`src/rtl/simeck_pkg.sv`:
```
// ============================================================================
// simeck_pkg : shared widths, FSM state and requester id types for Simeck32
// Revision   : 1.0
// ============================================================================
`default_nettype none

package simeck_pkg;

    localparam int unsigned BLK_W      = 32;
    localparam int unsigned KEY_W      = 16;
    localparam int unsigned DEF_ROUNDS = 32;

    typedef enum logic [1:0] {
        IDLE = 2'd0,
        RUN  = 2'd1,
        DONE = 2'd2
    } state_t;

    typedef logic id_t;

    // Simeck non-linear mixing: (x & rotl5(x)) ^ rotl1(x)
    function automatic logic [KEY_W-1:0] simeck_f(input logic [KEY_W-1:0] x);
        return (x & {x[10:0], x[15:11]}) ^ {x[14:0], x[15]};
    endfunction

endpackage

`default_nettype wire

```
`src/rtl/simeck.sv`:
```
// ============================================================================
// simeck : one combinational Simeck32 round, out = {r ^ f(l) ^ key, l}
// Revision : 1.0
// ============================================================================
`default_nettype none

module simeck
    import simeck_pkg::*;
(
    input  logic [BLK_W-1:0] inp,
    input  logic [KEY_W-1:0] key,
    output logic [BLK_W-1:0] out
);

    logic [KEY_W-1:0] left;
    logic [KEY_W-1:0] right;

    assign left  = inp[BLK_W-1:KEY_W];
    assign right = inp[KEY_W-1:0];
    assign out   = {right ^ simeck_f(left) ^ key, left};

endmodule

`default_nettype wire

```
`src/rtl/simeck_rr_arb2.sv`:
```
// ============================================================================
// simeck_rr_arb2 : two-way round-robin grant, favours the requester that lost
// Revision       : 1.0
// ============================================================================
`default_nettype none

module simeck_rr_arb2
    import simeck_pkg::*;
(
    input  logic [1:0] valid,
    input  id_t        last_grant,
    output id_t        grant_id,
    output logic       grant_valid
);

    always_comb begin
        grant_valid = |valid;
        grant_id    = 1'b0;
        case (valid)
            2'b01:   grant_id = 1'b0;
            2'b10:   grant_id = 1'b1;
            2'b11:   grant_id = ~last_grant;
            default: grant_id = 1'b0;
        endcase
    end

endmodule

`default_nettype wire

```
`src/rtl/simeck32_iter_ctrl.sv`:
```
// ============================================================================
// simeck32_iter_ctrl : iterative Simeck32 sequencer sharing one round core
//                      between two requesters, valid/ready response port
// Revision           : 1.0
// ============================================================================
`default_nettype none

module simeck32_iter_ctrl
    import simeck_pkg::*;
#(
    parameter int unsigned ROUNDS = DEF_ROUNDS,
    parameter int unsigned CNT_W  = 5
) (
    input  logic             clk,
    input  logic             rst_n,
    input  logic             req0_valid,
    output logic             req0_ready,
    input  logic [BLK_W-1:0] req0_data,
    input  logic [KEY_W-1:0] req0_key,
    input  logic             req1_valid,
    output logic             req1_ready,
    input  logic [BLK_W-1:0] req1_data,
    input  logic [KEY_W-1:0] req1_key,
    output logic             rsp_valid,
    input  logic             rsp_ready,
    output logic [BLK_W-1:0] rsp_data,
    output logic             rsp_id,
    output logic             busy
);

    if (ROUNDS < 1 || ROUNDS > 32) begin : g_bad_rounds
        $error("simeck32_iter_ctrl: ROUNDS must be in 1..32");
    end
    if ((2 ** CNT_W) < ROUNDS) begin : g_bad_cnt_w
        $error("simeck32_iter_ctrl: CNT_W too narrow for ROUNDS");
    end

    localparam logic [CNT_W-1:0] LAST_CNT = CNT_W'(ROUNDS - 1);

    state_t           state;
    state_t           next_state;
    logic [BLK_W-1:0] blk_reg;
    logic [KEY_W-1:0] key_reg;
    id_t              id_reg;
    id_t              last_grant;
    logic [CNT_W-1:0] cnt;
    logic [BLK_W-1:0] round_out;
    id_t              grant_id;
    logic             grant_valid;
    logic             accept;

    simeck_rr_arb2 u_arb (
        .valid       ({req1_valid, req0_valid}),
        .last_grant  (last_grant),
        .grant_id    (grant_id),
        .grant_valid (grant_valid)
    );

    simeck u_round (
        .inp (blk_reg),
        .key (key_reg),
        .out (round_out)
    );

    always_ff @(posedge clk) begin
        if (!rst_n) begin
            state <= IDLE;
        end else begin
            state <= next_state;
        end
    end

    always_comb begin
        next_state = state;
        req0_ready = 1'b0;
        req1_ready = 1'b0;
        case (state)
            IDLE: begin
                if (grant_valid) begin
                    req0_ready = (grant_id == 1'b0);
                    req1_ready = (grant_id == 1'b1);
                    next_state = RUN;
                end
            end
            RUN: begin
                if (cnt == LAST_CNT) begin
                    next_state = DONE;
                end
            end
            DONE: begin
                // Returning to IDLE first leaves a one-cycle bubble before the next grant
                if (rsp_ready) begin
                    next_state = IDLE;
                end
            end
            default: next_state = IDLE;
        endcase
    end

    assign accept = (state == IDLE) && grant_valid;

    always_ff @(posedge clk) begin
        if (!rst_n) begin
            blk_reg    <= '0;
            key_reg    <= '0;
            id_reg     <= 1'b0;
            last_grant <= 1'b1;
            cnt        <= '0;
        end else if (accept) begin
            blk_reg    <= grant_id ? req1_data : req0_data;
            key_reg    <= grant_id ? req1_key  : req0_key;
            id_reg     <= grant_id;
            last_grant <= grant_id;
            cnt        <= '0;
        end else if (state == RUN) begin
            blk_reg <= round_out;
            cnt     <= cnt + CNT_W'(1);
        end
    end

    assign rsp_valid = (state == DONE);
    assign rsp_data  = rsp_valid ? blk_reg : '0;
    assign rsp_id    = rsp_valid ? id_reg : 1'b0;
    assign busy      = (state != IDLE);

endmodule

`default_nettype wire

```
`config.mk`:
```
export PLATFORM = sky130hd
export DESIGN_NAME = simeck32_iter_ctrl
export DESIGN_NICKNAME = d
export VERILOG_FILES = /design/src/rtl/simeck_pkg.sv /design/src/rtl/simeck.sv /design/src/rtl/simeck_rr_arb2.sv /design/src/rtl/simeck32_iter_ctrl.sv
export SDC_FILE = /design/constraint.sdc
export NUM_CORES = 1
export LEC_CHECK = 0
export CORE_MARGIN = 2
export CORE_UTILIZATION = 49
export DETAILED_ROUTE_END_ITERATION = 10
export GPL_ROUTABILITY_DRIVEN = 0
export PLACE_DENSITY = 0.87
export SYNTH_ARGS = -nofsm -noshare
export SYNTH_HDL_FRONTEND = slang
export SYNTH_SLANG_ARGS = --single-unit
```
`constraint.sdc`:
```
create_clock -name clk -period 3 [get_ports clk]
set_clock_uncertainty 0.1 [all_clocks]
set_input_delay 0.6 -clock clk [delete_from_list [all_inputs] [get_ports clk]]
set_output_delay 0.6 -clock clk [all_outputs]
set_load 0.01 [all_outputs]
```
### Yosys cells after proc, flatten, opt, wreduce, memory -nomap -nowiden

Index checks and enable logic that the tools add are counted.

* flip-flop bits (word level): 57
* output and inout port bits: 37

* $add $sub $neg: 1
* equality and inequality tests: 8
* multiplexer cells: 15
* bitwise operators: 7
* reductions and logical operators: 7

Operator list (number)
* two-way mux 32 bit: 4
* XOR 16 bit: 3
* bitwise AND 16 bit: 1
* two-way mux 16 bit: 1
* equality test 2 bit (second input constant): 3
* two-way mux 2 bit: 3
* case mux 2 bit (3 select lines): 1
* adder 5 x 1 -> 5 bit (second input constant): 1
* equality test 5 bit (second input constant): 1
* two-way mux 1 bit: 5
* != test 2 bit (second input constant): 2
* nonzero test 2 bit: 2
* OR reduction 2 bit: 2
* NOT 1 bit: 3
* AND reduction 3 bit: 1
* equality test 2 x 1 -> 1 bit (second input constant): 1
* logical NOT 2 bit: 1
* != test 2 x 1 -> 1 bit (second input constant): 1
* case mux 1 bit (2 select lines): 1
* logical AND 1 bit: 1

### Logic depth before layout (Yosys ltp)

* depth after elaboration: 6
* gate-level depth with buffers: 7

### Cells and area by module

A second synthesis with hierarchy kept.

* cell total of the unflattened synthesis: 369
* area, all modules: 3671.0 sq um

By module, submodules not included
* simeck32_iter_ctrl: instances 1, cells each 303, area each 2976.6 sq um, seq. area each 1141.1 sq um
* simeck: instances 1, cells each 64, area each 680.7 sq um, seq. area each 0.0 sq um
* simeck_rr_arb2: instances 1, cells each 2, area each 13.8 sq um, seq. area each 0.0 sq um

### Worst setup path after synthesis

No wires, ideal clock.

* kind: input-to-output
* start: in req0_valid
* end: out req1_ready
* arrival: 1.319 ns
* required time: 2.300 ns
* path slack: 0.981 ns
* stages: 4
* cell sequence: buf_2 > a21bo_2 > buf_2 > nor2_2

* longest elaborated chain between the ends: 4
* elaborated cells on any way between the ends: 6
* classes of those cells: eq/ne (2); mux (3); reduce/logical (1)

RTL lines
* start, declared: RTL line simeck32_iter_ctrl.sv:16 `input logic req0_valid,`
* equality test 2 bit: RTL line simeck_rr_arb2.sv:19 `case (valid)`
* case mux 1 bit (2 select lines): RTL line simeck_rr_arb2.sv:19
* two-way mux 1 bit *: RTL line simeck32_iter_ctrl.sv:79 `if (grant_valid) begin`
* two-way mux 1 bit *: RTL line simeck32_iter_ctrl.sv:77 `case (state)`
* end, declared: RTL line simeck32_iter_ctrl.sv:21 `output logic req1_ready,`

Every way passes the cells marked *; elsewhere a longest branch is shown, timed or not.

### Final worst setup path

* start: reg state[1]
* end: out rsp_data[15]

* longest elaborated chain between the ends: 2

RTL lines
* start, declared: RTL line simeck32_iter_ctrl.sv:40 `state_t state;`
* start signal, assigned: RTL line simeck32_iter_ctrl.sv:69 `state <= next_state;`
* equality test 2 bit: RTL line simeck32_iter_ctrl.sv:121 `assign rsp_valid = (state == DONE);`
* two-way mux 32 bit: RTL line simeck32_iter_ctrl.sv:122 `assign rsp_data = rsp_valid ? blk_reg : '0;`
* end, declared: RTL line simeck32_iter_ctrl.sv:26 `output logic [BLK_W-1:0] rsp_data,`

Every way passes these cells.

==> flow_summary.ini <==
[run_status]
status = finished, final reports clean

[routing]
drc = 0
vias = 4030
met3_length_um = 1300
dr_wl_met2_um = 5820
dr.pass1.iters = 6
avgRoutedWirePerCell_um = 17.9
vias_per_cell = 5.87
drtIter0Drc = 394
highest_layer = met4
drtAntennaViolNets = 0
wl_met1_um = 4870
wirelength_um = 12300

[pwr]
seqPwrFrac_pct = 40.6
peakVddDrop_mv = 0.260
switching_share_pct = 32.3
p_int_w = 0.00165
p_comb_share_pct = 29.3
power.density_nw_per_um2 = 457
switchingPower_w = 0.000788
p_leak_nw = 1.90
p_clk_share_pct = 30.2

[die]
core_um2 = 7290
die_area_um2 = 8270
dieWidth_um = 90.9
die_height_um = 90.9
io_pins = 138
start_util_pct = 50.8
fp-row-count = 31

[hold_path]
hp-class = flip-flop to flip-flop
hold_depth = 1

[placed_design]
postPlaceCellArea_um2 = 5130
dp.cells = 672
port_buffers = 137
dp_hpwl_um = 8810

[finish]
area_growth_pct = 44.0
drive_above_1_share_pct = 8.33
multi_input_area_um2 = 2370
postLayoutCellArea_um2 = 5330
ff_latch_area_um2 = 1140
finish.net_count = 687
fin_cells = 687
mostFrequentLayoutCells = clkdlybuf4s50_1 (137), nand2_1 (75), dfxtp_1 (57)
filler_cell_count = 571
final_common_cell = clkdlybuf4s50_1
diodes = 0
largest_register_ff_count = 32

[sta]
final_max_slew_viol_count = 0
final.setup.tns_ns = 0
period_needed_ns = 2.81
rsz0062_at_grt = no
tightest_slew_ns = 1.30
final_hold_viol_count = 0
finalCritPeriodShare_pct = 93.8
max_freq_mhz = 355
setup_viol = 0
relSlewSlack_pct = 13.6

[global_route]
grt_start_max_net_pins = 39
grt_overflow = 0
grt_pass1_vias = 3846
grt_use_total_pct = 29.3
grt_pass1_wl_um = 19500
antenna_found_initial = 0

[cts]
postCtsSetupBuffers = 0
clk_latency_ns = 0.35
cts_buffers = 9
cts_tree = done
cts_root_buf = clkbuf_8
cts_hold_buffers = 0
clk_pin_slew_ns = 0.07
cts_num_sinks = 57
cts_max_level = 3
clock_path_buffers = 2
cts_resized = 0

[logic_synthesis]
synth_edf_count = 0
synthDistinctLibCells = 40
ys_ff_latch = 57
async_flop_share_pct = 0
syn_nets = 561
synth_flop_cell = dfxtp_1
avgSynthCellArea_um2 = 8.08
synthCells = 458
yosysWarnings = 0
syn_area_um2 = 3700
seq_area_frac_synth_pct = 30.8

[job]
drv_cap = 0

[critical_path]
cp.depth = 4
cp_cell_sequence = nor2b_2 -> buf_4 -> and2_1 -> clkdlybuf4s50_1
cpMaxStageDelayCell = clkdlybuf4s50_1
required_ns = 2.30
crit_buf_inv = 2
critPathArrivalTime_ns = 2.11
critPathMaxStageDelay_ns = 0.57
rr_worst_depth = 4
crit_path_max_fanout = 35
startpoint_type = flip-flop
crit_type = flip-flop to output port
path_delay_family = buffers and inverters
worstSetupEndpointType = output port
## stage by stage
step                      util, %  worst slack (ns)  hold WS [ns]  total power [W]
after floorplan                 -             0.981         0.318          0.00141
after global placement       70.4             0.188         0.327          0.00167
after detailed placement     70.4             0.104         0.347          0.00169
after CTS                    73.1             0.222         0.362          0.00242
after global routing         73.1             0.119         0.388          0.00253
final                        73.1             0.185         0.364          0.00244
## metal layers
layer	vias up	track usage [%]
li1	1893	-
met1	1857	37.1
met2	248	49.1
met3	32	6.51
met4	0	10.2
met5	-	0
## cell type report
class | count | share of cell area [%]
Multi-Input combinational cell | 360 | 44.5
Timing Repair Buffer | 152 | 27.8
Sequential cell | 57 | 21.4
Clock buffer | 12 | 2.91
Tap cell | 99 | 2.32
Clock inverter | 3 | 0.751
Inverter | 4 | 0.282
## power groups by stage
| stage | Clock [W] | Combinational (W) | Sequential (W) |
|---|---|---|---|
| global placement | 0 | 0.000676 | 0.000994 |
| global route | 0.000762 | 0.000769 | 0.000998 |
| CTS | 0.000729 | 0.000706 | 0.000982 |
| finish | 0.000736 | 0.000713 | 0.000989 |
| detailed placement | 0 | 0.000697 | 0.000997 |
| floorplan | 0 | 0.000465 | 0.000947 |
## Yosys cell counts, types with 2 or more instances
library cell  number  share of area (%)
a21oi_1           23                3.1
a221o_1            5                1.4
a221oi_1          18                4.3
a221oi_2           9                3.6
a311oi_1           8                1.9
a32oi_1            3               0.71
and2_1            34                5.7
and3_1             3               0.51
buf_1              2               0.20
buf_2             16                2.2
buf_4              3               0.61
clkbuf_1          15                1.5
dfxtp_1           57                 31
ha_1               2               0.68
inv_2              3               0.30
mux2i_1            2               0.54
nand2_1           75                7.6
nand2b_1          30                5.1
nand3_1            6               0.81
nand4_1            6                1.0
nor2_1            16                1.6
nor2_2             2               0.34
nor2_4             2               0.61
nor2b_1            2               0.34
o211ai_1          16                3.2
o21ai_0           12                1.6
o22ai_1           16                2.7
o32ai_1           11                2.6
xnor2_1           38                9.0
xor2_1            13                3.1
## kinds of logic (layout without fill, tap and decap cells)
kind of cell | Yosys count | in the layout | synth area share (%)
flip-flops | 57 | 57 | 30.8
buffers and inverters | 41 | 171 | 5.20
multiplexers | 2 | 2 | 0.541
AND/OR/NAND/NOR | 179 | 179 | 24.2
adder cells (fa/ha/maj) | 2 | 2 | 0.676
AO/OA/AOI/OAI | 126 | 126 | 26.5
XOR/XNOR | 51 | 51 | 12.1
## path summary, 6_finish.rpt
| check | startpoint | endpoint | slack [ns] |
|---|---|---|---|
| worst max-delay path | state[1] | rsp_data[15] | 0.19 |
| worst min-delay path | id_reg | id_reg | 0.36 |
| worst max register to register | last_grant | blk_reg[30] | 0.68 |
| worst min register to register | id_reg | id_reg | 0.36 |
No activity file was read; power rests on OpenSTA's default activity.
==> RTL edit: new RTL, same flow settings <==
Encoding of `state_t`: now one-hot (3 bits for 3 states).
--- a/src/rtl/simeck_pkg.sv
+++ b/src/rtl/simeck_pkg.sv
@@ -12,6 +12,6 @@
 
-    typedef enum logic [1:0] {
-        IDLE = 2'd0,
-        RUN  = 2'd1,
-        DONE = 2'd2
+    typedef enum logic [2:0] {
+        IDLE = 3'b001,
+        RUN  = 3'b010,
+        DONE = 3'b100
     } state_t;
Formal check against the unedited RTL: same outputs for any inputs over 10 cycles, from zero or initial values and one cycle with rst_n low; not proved beyond that.
==> RTL edit against the unedited design <==
Final area rose by 2.7%; first-iteration DRC count decreased by 30%; via count down 3.9%; clock power is 13% lower; routed wire length fell by 3.9%; synthesized cell count decreased by 2.2%; worst setup slack worse by 20 ps; sequential cell count grew 1; synthesized area is 3.4% higher; power increased by 8.1%; critical path type unchanged; largest cell class unchanged; largest power group unchanged.
==> RTL edit: results (changes against the unedited design) <==
| Metric | Value |
|---|---|
| Status | `finished clean` |
| Syn_area_per_cell | `8.546 um^2 (+5.7%)` |
| Clk_buf instances | `11 (-1)` |
| Signal buffers | `150 (-1.3%)` |
| Inverter count of the layout excluding clock inverters | `11 (+7)` |
| First-pass GRT wire length | `18380 um (-5.6%)` |
| Commonest cells post-synth | `87 x nand2_1, 58 x dfxtp_1, 35 x and2_1` |
| Leakage | `2.483 nW (+31%)` |
| Synth top area cells | `dfxtp_1 30%, xnor3_1 9.4%, nand2_1 8.5%` |
| Cell Area, Placed | `5300 um^2 (+3.2%)` |
| Final WL | `11830 um (-3.9%)` |
| Critical R2R Launch | `state[1]` |
| Fill cells | `569 (-0.35%)` |
| Inst Count DP | `665 (-1.0%)` |
| Multi-Input Combinational | `344 (-4.4%)` |
| Largest net degree at the start of global routing | `35 (-10%)` |
| Non-clk buf share | `27.07% (-0.77 points)` |
| Reg-to-reg slack, setup | `570 ps (-110 ps)` |
| DP HPWL | `8644 um (-1.9%)` |
| Multi-input gate share of total cell area | `45.47% (+0.99 points)` |
| Layout Area Growth over Synthesis | `42.94%` |
| Crit path arrival time | `2130 ps (+20 ps)` |
| Crit-path max FO | `34 (-2.9%)` |
| Via count | `3872 (-3.9%)` |
| Worst Tran Pin Value | `1166 ps (-129.9 ps)` |
| Slowest stage delay, CP | `550 ps (-20 ps)` |
| Hold_ws | `351.7 ps (-11.76 ps)` |
| F_max | `0.3528 GHz (-0.71%)` |
| Worst VDD drop | `0.3218 mV (+24%)` |
| Syn nets | `551 (-1.8%)` |
| Final clock-cell share | `3.132% (-0.53 points)` |
| GR Util All Layers | `27.42% (-1.9 points)` |
| Sequential share of cell area | `21.24% (-0.17 points)` |
| Drt pass-1 iters | `5 (-1)` |
## RTL edit: changes by cell type after synthesis, moves of 11 or more
cell	before	now
xnor2_1	38	2
mux2i_1	2	29
and3_1	3	25
nand2b_1	30	8
a21oi_1	23	3
a221oi_1	18	0
xnor3_1	0	16
o22ai_1	16	1
nand2_1	75	87
o32ai_1	11	0
## RTL edit: kinds of logic (layout without fill, tap and decap cells)
kind of cell               count (synthesis)  in the layout  synth area share (%)
AOI/OAI and AO/OA                         90             90                 17.58
xor gates and xnor gates                  35             35                 13.76
muxes                                     29             29                 7.582
buffers and inverters                     46            177                 5.261
adders and majority gates                  2              2                0.6535
and+or+nand+nor                          188            188                 24.84
DFF                                       58             58                 30.33
## RTL edit: what timing repair did
item | 4_1_cts | 5_1_grt
buffers inserted | 0 | 0
gates resized for setup | 0 | 1
endpoints found under the setup margin | 0 | 33
## RTL edit: metal layers
metal | vias up | global-route usage, % | part of all wire, %
met5 | - | 0 | 0
met4 | 0 | 15.80 | 3.1
met3 | 36 | 5.614 | 8.4
met2 | 210 | 45.68 | 49
met1 | 1794 | 32.77 | 40
li1 | 1832 | - | -
## RTL edit: power by group through the flow
stage,Combinational (mW),Clock (mW),Sequential [mW]
after CTS,0.937,0.639,1.05
final,0.941,0.643,1.05
after global routing,1.02,0.682,1.07
after floorplan,0.641,0,0.994
after detailed placement,0.928,0,1.06
after global placement,0.889,0,1.06
## RTL edit: worst max-delay path by stage
stage	endpoint	cells after the start	startpoint
2_1_floorplan	req1_ready	4	req1_valid
4_1_cts	rsp_data[21]	4	state[2]
6_report	rsp_data[1]	4	state[2]
3_3_place_gp	req1_ready	4	req1_valid
5_1_grt	rsp_data[1]	4	state[2]
3_5_place_dp	req1_ready	4	req1_valid
